File: config.mk
export PLATFORM = sky130hd
export DESIGN_NAME = pipe_ctrl
export DESIGN_NICKNAME = d
export VERILOG_FILES = /design/src/rtl/pipe_ctrl.sv
export SDC_FILE = /design/constraint.sdc
export NUM_CORES = 1
export LEC_CHECK = 0
export CAP_MARGIN = 30
export CELL_PAD_IN_SITES_DETAIL_PLACEMENT = 1
export CELL_PAD_IN_SITES_GLOBAL_PLACEMENT = 2
export CORE_UTILIZATION = 27
export DETAILED_ROUTE_END_ITERATION = 12
export GPL_TIMING_DRIVEN = 0
export PLACE_DENSITY = 0.83
export RECOVER_POWER = 100
export SLEW_MARGIN = 0
export SYNTH_ARGS = -nofsm -noshare
export SYNTH_HDL_FRONTEND = slang
export SYNTH_SLANG_ARGS = --single-unit
File: constraint.sdc
create_clock -name clk -period 2.7 [get_ports clk]
set_input_delay 0.405 -clock clk [delete_from_list [all_inputs] [get_ports clk]]
set_output_delay 0.405 -clock clk [all_outputs]
set_load 0.03 [all_outputs]
File: src/rtl/pipe_ctrl.sv
// rtl/pipe_ctrl.sv - Pipeline hazard/stall controller with memory-wait watchdog and stall counter.
module pipe_ctrl #(
  parameter int TIMEOUT = 64
) (
  input  logic        clk,
  input  logic        reset,
  input  logic [0:4]  ID_rA,
  input  logic [0:4]  ID_rB,
  input  logic        ID_useA,
  input  logic        ID_useB,
  input  logic        ID_is_br,
  input  logic        ID_br_ctrl,
  input  logic [0:4]  ID_EX_rD,
  input  logic        ID_EX_wrEn,
  input  logic        ID_EX_load,
  input  logic [0:4]  EX_MEM_rD,
  input  logic        EX_MEM_wrEn,
  input  logic        MEM_memEn,
  input  logic        dmem_ready,
  output logic        PC_wrEn,
  output logic        IF_ID_wrEn,
  output logic        IF_flush,
  output logic        ID_EX_bubble,
  output logic        pipe_hold,
  output logic        mem_err,
  output logic [0:31] stall_cnt
);

  localparam int TW = (TIMEOUT > 2) ? $clog2(TIMEOUT) : 1;
  localparam logic [TW-1:0] TLAST = TW'(TIMEOUT - 1);

  typedef enum logic [1:0] {S_RUN, S_MEM_WAIT, S_ERR} state_t;

  state_t         r_state;
  logic [TW-1:0]  r_timer;
  logic           r_mem_err;
  logic [0:31]    r_stall_cnt;

  logic w_memstall;
  logic w_matchA;
  logic w_matchB;
  logic w_loaduse;
  logic w_brhaz;
  logic w_hold;

  always_comb begin
    w_memstall = MEM_memEn & ~dmem_ready;
    w_matchA   = ID_useA & (ID_rA == ID_EX_rD);
    w_matchB   = ID_useB & (ID_rB == ID_EX_rD);
    w_loaduse  = ID_EX_wrEn & ID_EX_load & (w_matchA | w_matchB);
    w_brhaz    = ID_is_br & ID_useB &
                 ((ID_EX_wrEn & (ID_rB == ID_EX_rD)) | (EX_MEM_wrEn & (ID_rB == EX_MEM_rD)));
    case (r_state)
      S_RUN:      w_hold = w_memstall;
      S_MEM_WAIT: w_hold = ~dmem_ready;
      default:    w_hold = 1'b1;
    endcase
  end

  // Whole-pipe hold outranks hazard bubbles, which outrank the branch flush.
  always_comb begin
    PC_wrEn      = 1'b1;
    IF_ID_wrEn   = 1'b1;
    IF_flush     = 1'b0;
    ID_EX_bubble = 1'b0;
    pipe_hold    = 1'b0;
    if (reset) begin
      PC_wrEn      = 1'b0;
      IF_ID_wrEn   = 1'b0;
      ID_EX_bubble = 1'b1;
    end else if (w_hold) begin
      PC_wrEn    = 1'b0;
      IF_ID_wrEn = 1'b0;
      pipe_hold  = 1'b1;
    end else if (w_loaduse | w_brhaz) begin
      PC_wrEn      = 1'b0;
      IF_ID_wrEn   = 1'b0;
      ID_EX_bubble = 1'b1;
    end else begin
      IF_flush = ID_is_br & ID_br_ctrl;
    end
  end

  always_ff @(posedge clk) begin
    if (reset) begin
      r_state     <= S_RUN;
      r_timer     <= '0;
      r_mem_err   <= 1'b0;
      r_stall_cnt <= '0;
    end else begin
      if (!PC_wrEn && (r_state != S_ERR) && (r_stall_cnt != 32'hFFFF_FFFF))
        r_stall_cnt <= r_stall_cnt + 32'd1;
      case (r_state)
        S_RUN: begin
          if (w_memstall) begin
            r_state <= S_MEM_WAIT;
            r_timer <= '0;
          end
        end
        S_MEM_WAIT: begin
          if (dmem_ready) begin
            r_state <= S_RUN;
          end else if (r_timer == TLAST) begin
            r_state   <= S_ERR;
            r_mem_err <= 1'b1;
          end else begin
            r_timer <= r_timer + TW'(1);
          end
        end
        S_ERR: r_mem_err <= 1'b1;
        default: r_state <= S_RUN;
      endcase
    end
  end

  assign mem_err   = r_mem_err;
  assign stall_cnt = r_stall_cnt;

endmodule

* Word-level counts from Yosys, hierarchy flattened *
Cells that the tools add are included.

operators by class
  bitwise logic cells = 15
  mux-type cells = 23
  $add $sub $neg = 2
  equal/unequal tests = 13
  reductions and logical operators = 9

operators with widths
  cell                                                                   number
  32-bit by 1-bit adder with 32-bit output, second input constant        1
  32-bit != test, second input constant                                  1
  6-bit 2-to-1 mux                                                       3
  5-bit equality test                                                    3
  1-bit 2-to-1 mux                                                       13
  6-bit case mux with 2 select lines                                     1
  1-bit AND                                                              10
  2-bit != test, second input constant                                   5
  6-bit by 1-bit adder with 6-bit output, second input constant          1
  6-bit equality test, second input constant                             1
  2-bit 2-to-1 mux                                                       3
  2-bit case mux with 3 select lines                                     1
  3-bit AND reduction                                                    2
  1-bit case mux with 2 select lines                                     2
  4-bit AND reduction                                                    1
  2-bit nonzero test                                                     2
  3-bit != test, second input constant                                   1
  1-bit OR                                                               3
  2-bit by 1-bit equality test with 1-bit output, second input constant  1
  2-bit equality test, second input constant                             1
  1-bit logical AND                                                      2
  2-bit zero test                                                        1
  1-bit inverter                                                         2
  1-bit zero test                                                        1

storage, ports and cells
  bits of input ports = 31
  output and inout bits = 38
  flip-flop bits (word level) = 41
  logic and storage cells = 66

* Depth between registers and ports, before layout *
Gate-level depths: netlist of run 1.

  depth after elaboration = 11
  mapped depth = 9
  mapped depth without buffers = 7

* Least setup slack after synthesis of run 1 *
Ideal clock, no wire load.

  kind = input port to output port
  from = input port MEM_memEn
  to = output port IF_flush
  buffers on the path = 3
  arrival = 2.117 ns
  required time = 2.295 ns
  stages on the path = 8
  slack = 0.178 ns
  cell sequence = or2_1 -> nor2b_1 -> or3_4 -> nor4_4 -> buf_4 -> buf_6 -> buf_6 -> and3_1

between the ends
  longest elaborated chain between the ends = 4

RTL lines
  what                                RTL line  RTL
  start, declared                     18        input logic MEM_memEn,
  1-bit AND                           47        w_memstall = MEM_memEn & ~dmem_ready;
  1-bit case mux with 2 select lines  53        case (r_state)
  1-bit 2-to-1 mux                    71        end else if (w_hold) begin
  1-bit 2-to-1 mux                    67        if (reset) begin
  end, declared                       22        output logic IF_flush,

No other way between the ends.

* Worst setup path in the final report of run 1 *
  from = input port dmem_ready
  to = output port IF_flush

between the ends
  longest elaborated chain between the ends = 5

RTL lines
  what                                    RTL line  RTL
  start, declared                         19        input logic dmem_ready,
  1-bit inverter (*)                      47, 55
  1-bit AND                               47
  1-bit case mux with 2 select lines (*)  53
  1-bit 2-to-1 mux (*)                    71
  1-bit 2-to-1 mux (*)                    67

Mark *: on every way between the ends. The rest lies on a longest branch, timed or not.

==> metrics.md, run 1 <==
| Metric | Value |
|---|---|
| Initial DRC Count | 73 |
| Fin crit share | 95.0% |
| RSZ-0062 raised after global routing | false |
| Final #Nets | 417 |
| Critical Path Slowest Stage Cell | dlygate4sd3_1 |
| Core area | 8810 µm² |
| Status | finished with violations |
| RR Startpoint | r_state[0] |
| Synth-to-Final Area Change | 39.8% |
| Mapped Area | 2470 µm² |
| Leakage | 1.25 nW |
| Die height | 97.7 µm |
| Mean routed wirelength per cell | 16.9 µm |
| Cell count after synthesis | 306 |
| Ports | 69 |
| CP dominant cell by count | buf_6 |
| DP HPWL | 6.28 mm |
| Register area share after synthesis | 33.2% |
| Setup TNS | 0 ps |
| Clock latency on the worst-skew pair | 300 ps |
| Placed instance area | 3290 µm² |
| Root Buffer | clkbuf_8 |
| Critical path class | in2out |
| Clock sinks | 41 |
| ANT cells | 0 |
| I/O Buffers | 68 |
| CP Launch Point | dmem_ready |
| Syn nets | 339 |
| Hold slack | 473 ps |
| Async set-reset flop share out of synthesis | 0% |
| Worst Setup End Kind | output port |
| CTS tree | built |
| Synth warnings | 0 |
| PD cells | 385 nW/µm² |
| Placement Rows | 34 |
| Initial Utilization | 28.1% |
| HP Class | reg2reg |
| Critical Path Source Type | input port |
| Synth cell types | 46 |
| Clk_skew | 7.91 ps |
| ANT nets after route | 0 |
| Residual DRC | 2 |
| Die Area | 9540 µm² |
| Synth Flop Type | dfxtp_1 |
| Post-synth EDFFs | 0 |
| Crit path time final | 2570 ps |
| Failing checks | design-rule violations |
| Overflow after GRT | 0 |
| DIE WIDTH | 97.7 µm |
| Final Setup Violations | 0 |
| First-pass GRT wire length | 13.7 mm |
| Slew Viols, Final | 0 |
| Actual slew at the worst max-slew pin | 566 ps |
| Worst Hold Launch | mem_err |
| Critical path arrival | 2160 ps |
| Worst-path clk slew | 90 ps |
| Vias in the first global route | 2,738 |
| Largest net degree at the start of global routing | 20 |
| Antenna violations before repair | 0 |
| CTS Buf Count | 5 |
| Endpoints failing hold | 0 |
| Maximum vdd drop | 0.192 mV |
| Mapped Avg Cell Area | 8.08 µm² |
| Share of layout cells above drive strength 1 | 10.6% |
| Max stage delay on crit path | 590 ps |
| Final Instance Area | 3460 µm² |
| Peak Freq | 390 MHz |
| Total detailed-routing wirelength | 8.32 mm |
| Routability cong. | 0.784 |
| Worst Path Max Fanout | 5 |
| Slew headroom | 62.2% |
| H-Tree Depth | 2 |
| Seq cells post-synth | 41 |
| CP Cell Sequence | dlygate4sd3_1 > nor2b_1 > or3_1 > nor4_4 > buf_6 > and3_4 > buf_6 |
| DRT Pass-1 Iters | 8 |
| Req. time, crit path | 2300 ps |
| Total GRT Usage | 18.0% |
| Maximum buffer depth of the clock tree | 2 |
| Max-Cap Viols | 0 |
| Via/cell ratio | 5.41 |
| # hold bufs at CTS | 0 |
| Via Count | 2,666 |
==> layout by cell type (no fill, tap or decap), types with 5 or more instances in the layout <==
cell / n
a21oi_1: 24
nor4_1: 5
mux2_1: 9
nor2b_1: 13
buf_4: 6
nor3_1: 7
nor2_1: 24
o21ai_0: 7
nor3_2: 8
or3_1: 18
or4_1: 6
clkbuf_8: 5
inv_1: 5
xnor2_1: 14
clkdlybuf4s50_1: 28
o31ai_1: 6
o21ai_1: 11
nand2_1: 19
nand4_1: 19
nand3_1: 17
dlygate4sd3_1: 34
dfxtp_1: 41
==> cell usage after synthesis, types with 9 or more instances <==
cell / number / area share, %
mux2_1: 9 / 4.1
xnor2_1: 14 / 5.0
o21ai_1: 11 / 2.2
nand4_1: 19 / 4.8
nor2b_1: 13 / 3.3
dfxtp_1: 41 / 33
or3_1: 17 / 4.3
nor3_1: 9 / 1.8
a21oi_1: 24 / 4.9
nor2_1: 24 / 3.6
nand2_1: 19 / 2.9
nand3_1: 17 / 3.4
==> per-stage QoR <==
step | utilization, % | total power [W] | setup slack, ps | cells
CTS | 38.9 | 0.00134 | 33.9 | 492
global route | 39.2 | 0.00139 | 20.9 | 493
finish | 39.2 | 0.00133 | 135 | 493
floorplan | - | 0.000720 | 178 | 306
detailed placement | 37.3 | 0.000823 | -978 | 482
global placement | 37.3 | 0.000818 | -906 | 482
==> flip-flops by register name, indices dropped and copies added, names as in the netlist <==
signal / flops
stall_cnt: 32
r_timer: 6
r_state: 2
mem_err: 1
==> report_power, final <==
part / switching [W] / internal, W / total (W)
Sequential: 0.00000562 / 0.000609 / 0.000614
Combinational: 0.000101 / 0.0000933 / 0.000195
Clock: 0.000245 / 0.000277 / 0.000522
Total: 0.000352 / 0.000979 / 0.00133
==> final timing paths <==
kind / endpoint / depth (start not counted) / slack (ps)
setup reg to reg: stall_cnt[10] / 9 / 240
hold / removal: mem_err / 2 / 470
hold reg to reg: mem_err / 2 / 470
setup / recovery: IF_flush / 7 / 130
==> repair_timing <==
item,4_1_cts,5_1_grt
pin swaps,1,2
resized for setup,24,9
hold endpoints to repair,0,0
cloned,1,0
setup buffers,4,1
endpoints found under the setup margin,5,6
==> critical path, delay by kind of cell <==
kind                   cells  cell delay, ps
buffers and inverters      3             880
and+or+nand+nor            4             870
==> metal layers <==
metal	wire (µm)	global-route usage, %	up-vias	part of all wire [%]
met2	4210	32.7	79	51
met5	0	0	-	0
met4	68	4.43	0	0.82
li1	-	-	1283	-
met1	3560	20.9	1297	43
met3	474	4.53	7	5.7
==> area by class of cell <==
| type | instances | area, µm² |
|---|---|---|
| well taps | 108 | 135 |
| fillers | 1057 | 5350 |
| clock inverters | 3 | 46.3 |
| plain buffers | 13 | 78.8 |
| flip-flops and latches | 41 | 821 |
| clock buffers | 5 | 68.8 |
| multi-input cells | 244 | 1570 |
| inverters | 5 | 18.8 |
| repair buffers | 74 | 721 |
==> cell families (layout without fill, tap and decap cells) <==
kind of cell	after synthesis	after routing	share of synthesized area (%)
buffers and inverters	21	100	4.30
DFF	41	41	33.2
muxes	10	10	4.51
and+or+nand+nor	161	161	38.4
xor gates and xnor gates	18	18	6.38
AOI/OAI and AO/OA	53	53	12.2
adders and majority gates	2	2	1.01
(Power assumes the default switching activity.)
==> inputs of run 2 (changes only) <==
--- a/config.mk
+++ b/config.mk
@@ -8,10 +8,11 @@
 export CAP_MARGIN = 30
 export CELL_PAD_IN_SITES_DETAIL_PLACEMENT = 1
 export CELL_PAD_IN_SITES_GLOBAL_PLACEMENT = 2
-export CORE_UTILIZATION = 27
+export CORE_UTILIZATION = 28
+export CTS_BUF_LIST = sky130_fd_sc_hd__clkbuf_8
 export DETAILED_ROUTE_END_ITERATION = 12
 export GPL_TIMING_DRIVEN = 0
-export PLACE_DENSITY = 0.83
+export PLACE_DENSITY = 0.86
 export RECOVER_POWER = 100
 export SLEW_MARGIN = 0
 export SYNTH_ARGS = -nofsm -noshare
==> metrics.md, run 2 (synthesized netlist as in run 1, its figures left out) <==
| Metric | Value |
|---|---|
| Status | completed |
| CTS Buf Count | 5 (unchanged) |
| Vias in the first global route | 2,726 (-0.44%) |
| Die Area | 9210 µm² (-3.5%) |
| Number of fillers in the final layout | 1,020 (-3.5%) |
| Worst-path clk slew | 90 ps (about the same) |
| Max reg flops | 32 (unchanged) |
| Critical Path Slowest Stage Cell | clkdlybuf4s50_1 |
| ANT cells | 0 (unchanged) |
| Critical path class | in2out |
| Final Instance Area | 3460 µm² (+0.11%) |
| Leakage | 1.26 nW (+0.72%) |
| FF-to-FF setup slack | 190 ps (-50 ps) |
| Initial Utilization | 29.5% (+1.4 points) |
| CTS tree | built |
| DIE WIDTH | 95.9 µm (-1.8%) |
| Actual slew at the worst max-slew pin | 526 ps (-40.7 ps) |
| CP dominant cell by count | buf_6 |
| Max stage delay on crit path | 550 ps (-40 ps) |
| Total GRT Usage | 19.0% (+1.0 points) |
| Commonest non-fill, non-tap cells in the layout | dfxtp_1, dlygate4sd3_1, clkdlybuf4s50_1 |
| PD cells | 386 nW/µm² (about the same) |
| Worst Path Max Fanout | 6 (+1) |
| Peak Freq | 382 MHz (-2.1%) |
| WP depth | 6 (-1) |
| Routability cong. | 0.810 (+3.2%) |
| Synth-to-Final Area Change | 40.0% |
| Overflow after GRT | 0 (unchanged) |
| Antenna violations before repair | 0 (unchanged) |
| Place WS | -943 ps (+34.8 ps) |
| Ports | 69 (unchanged) |
| Clock sinks | 41 (unchanged) |
| H-Tree Depth | 2 (unchanged) |
| First-pass GRT wire length | 13.4 mm (-2.2%) |
| Initial DRC Count | 68 (-6.8%) |
| Maximum buffer depth of the clock tree | 2 (unchanged) |
| Final Setup Violations | 0 (unchanged) |
| CP Buf/Inv Count | 3 (unchanged) |
| Share of layout cells above drive strength 1 | 10.7% (+0.056 points) |
| Final core utilization | 41.3% (+2.0 points) |
| Residual DRC | 0 (-2) |
| Root Buffer | clkbuf_8 |
| Total detailed-routing wirelength | 8.16 mm (-1.8%) |
| Via Count | 2,638 (-1.1%) |
| I/O Buffers | 68 (unchanged) |
| CP Capture Point | IF_flush |
| Mean routed wirelength per cell | 16.7 µm (-0.83%) |
| Reg2Reg Depth | 10 (+1) |
| Req. time, crit path | 2300 ps (about the same) |
| Hold slack | 458 ps (-15.0 ps) |
| CP Launch Point | reset |
| HP Class | reg2reg |
| Slew headroom | 65.0% (+2.7 points) |
| DRT Pass-1 Iters | 4 (-4) |
| Multi-input logic area | 1590 µm² (+1.2%) |
| Delay-heaviest family, CP | simple AND/OR/NAND/NOR gates |
| Endpoints failing hold | 0 (unchanged) |
| DP HPWL | 6.21 mm (-1.1%) |
| Die height | 95.9 µm (-1.8%) |
| FF-to-FF End | stall_cnt[4] |
| CP Cell Sequence | clkdlybuf4s50_1 > or3_4 > nor4_4 > buf_6 > and3_4 > buf_6 |
| Final #Nets | 415 (-0.48%) |
| Max-Cap Viols | 0 (unchanged) |
| Placement Rows | 33 (-2.9%) |
| Clock latency on the worst-skew pair | 300 ps (about the same) |
| Most common cell after layout, fill and taps aside | dfxtp_1 |
| Critical Path Source Type | input port |
| Worst setup margin | 79.0 ps (-55.9 ps) |
| Worst Setup End Kind | output port |
| Via/cell ratio | 5.41 (about the same) |
| Placed instance area | 3280 µm² (-0.11%) |
| Largest net degree at the start of global routing | 20 (unchanged) |
| Post-layout total power | 0.00133 W (+0.17%) |
| ANT nets after route | 0 (unchanged) |
| Clk_skew | 9.03 ps (+1.11 ps) |
| Crit path time final | 2620 ps (+55.9 ps) |
| Fin crit share | 97.1% (+2.1 points) |
| Maximum vdd drop | 0.167 mV (-13%) |
| Area occupied by registers | 825 µm² (+0.46%) |
| Critical path arrival | 2220 ps (+60 ps) |
| Slew Viols, Final | 0 (unchanged) |
| Core area | 8380 µm² (-4.8%) |
| RR Startpoint | r_state[0] |
## run 2: worst min-delay path by stage
stage                          start          to  slack [ps]  cells after the start
final                        mem_err     mem_err         460                      2
after floorplan           r_timer[5]  r_timer[5]         460                      2
after CTS                    mem_err     mem_err         460                      2
after global routing         mem_err     mem_err         500                      2
after detailed placement     mem_err     mem_err         450                      2
after global placement       mem_err     mem_err         440                      2
## run 2: repair_timing
item                                    4_1_cts  5_1_grt
endpoints found under the setup margin        5       16
hold buffers                                  0        0
pin swaps                                     1        3
gates resized for setup                      20       13
setup buffers                                 2        2
gates cloned                                  1        0
## run 2: cell type report
type / instances / area share (%)
buffer: 12 / 1.99
clock buffer: 6 / 2.39
clock inverter: 2 / 0.976
inverter: 5 / 0.542
multi-input combinational: 244 / 45.8
sequential: 41 / 23.8
tap: 105 / 3.80
timing repair buffer: 73 / 20.7
## run 2: worst register-to-register path, cell delays in order, from the launching register on
cell	delay [ps]
dfxtp_4	360
or2_1	240
nor2b_4	140
or3_4	340
nor4_4	330
buf_6	170
buf_4	170
buf_4	200
clkbuf_4	230
o21ai_0	110
a21oi_1	130
## run 2: report_power, final
group	total, W	switching (W)	internal (W)
clock	0.000526	0.000228	0.000298
sequential	0.000613	0.00000507	0.000608
combinational	0.000194	0.000101	0.0000934
total	0.00133	0.000334	0.00100
## run 2: per-stage QoR
stage | cells | TNS (ps)
2_1_floorplan | 306 | 0
3_3_place_gp | 479 | -4900
3_5_place_dp | 479 | -5190
4_1_cts | 486 | 0
5_1_grt | 488 | -52.6
6_report | 488 | 0
## run 2: metal layers
metal / GRT usage (%) / part of all wire, % / up-vias
met5: 0 / 0 / -
met4: 4.98 / 1.4 / 0
met3: 5.06 / 5.7 / 10
li1: - / - / 1280
met1: 21.5 / 43 / 1269
met2: 35.1 / 50 / 79
==> inputs of run 3 (changes only) <==
--- a/config.mk
+++ b/config.mk
@@ -18,3 +18,4 @@
 export SYNTH_ARGS = -nofsm -noshare
 export SYNTH_HDL_FRONTEND = slang
 export SYNTH_SLANG_ARGS = --single-unit
+export TNS_END_PERCENT = 100
==> results of run 3 <==
The final DEF is identical to that of run 2; final timing and power are the same.
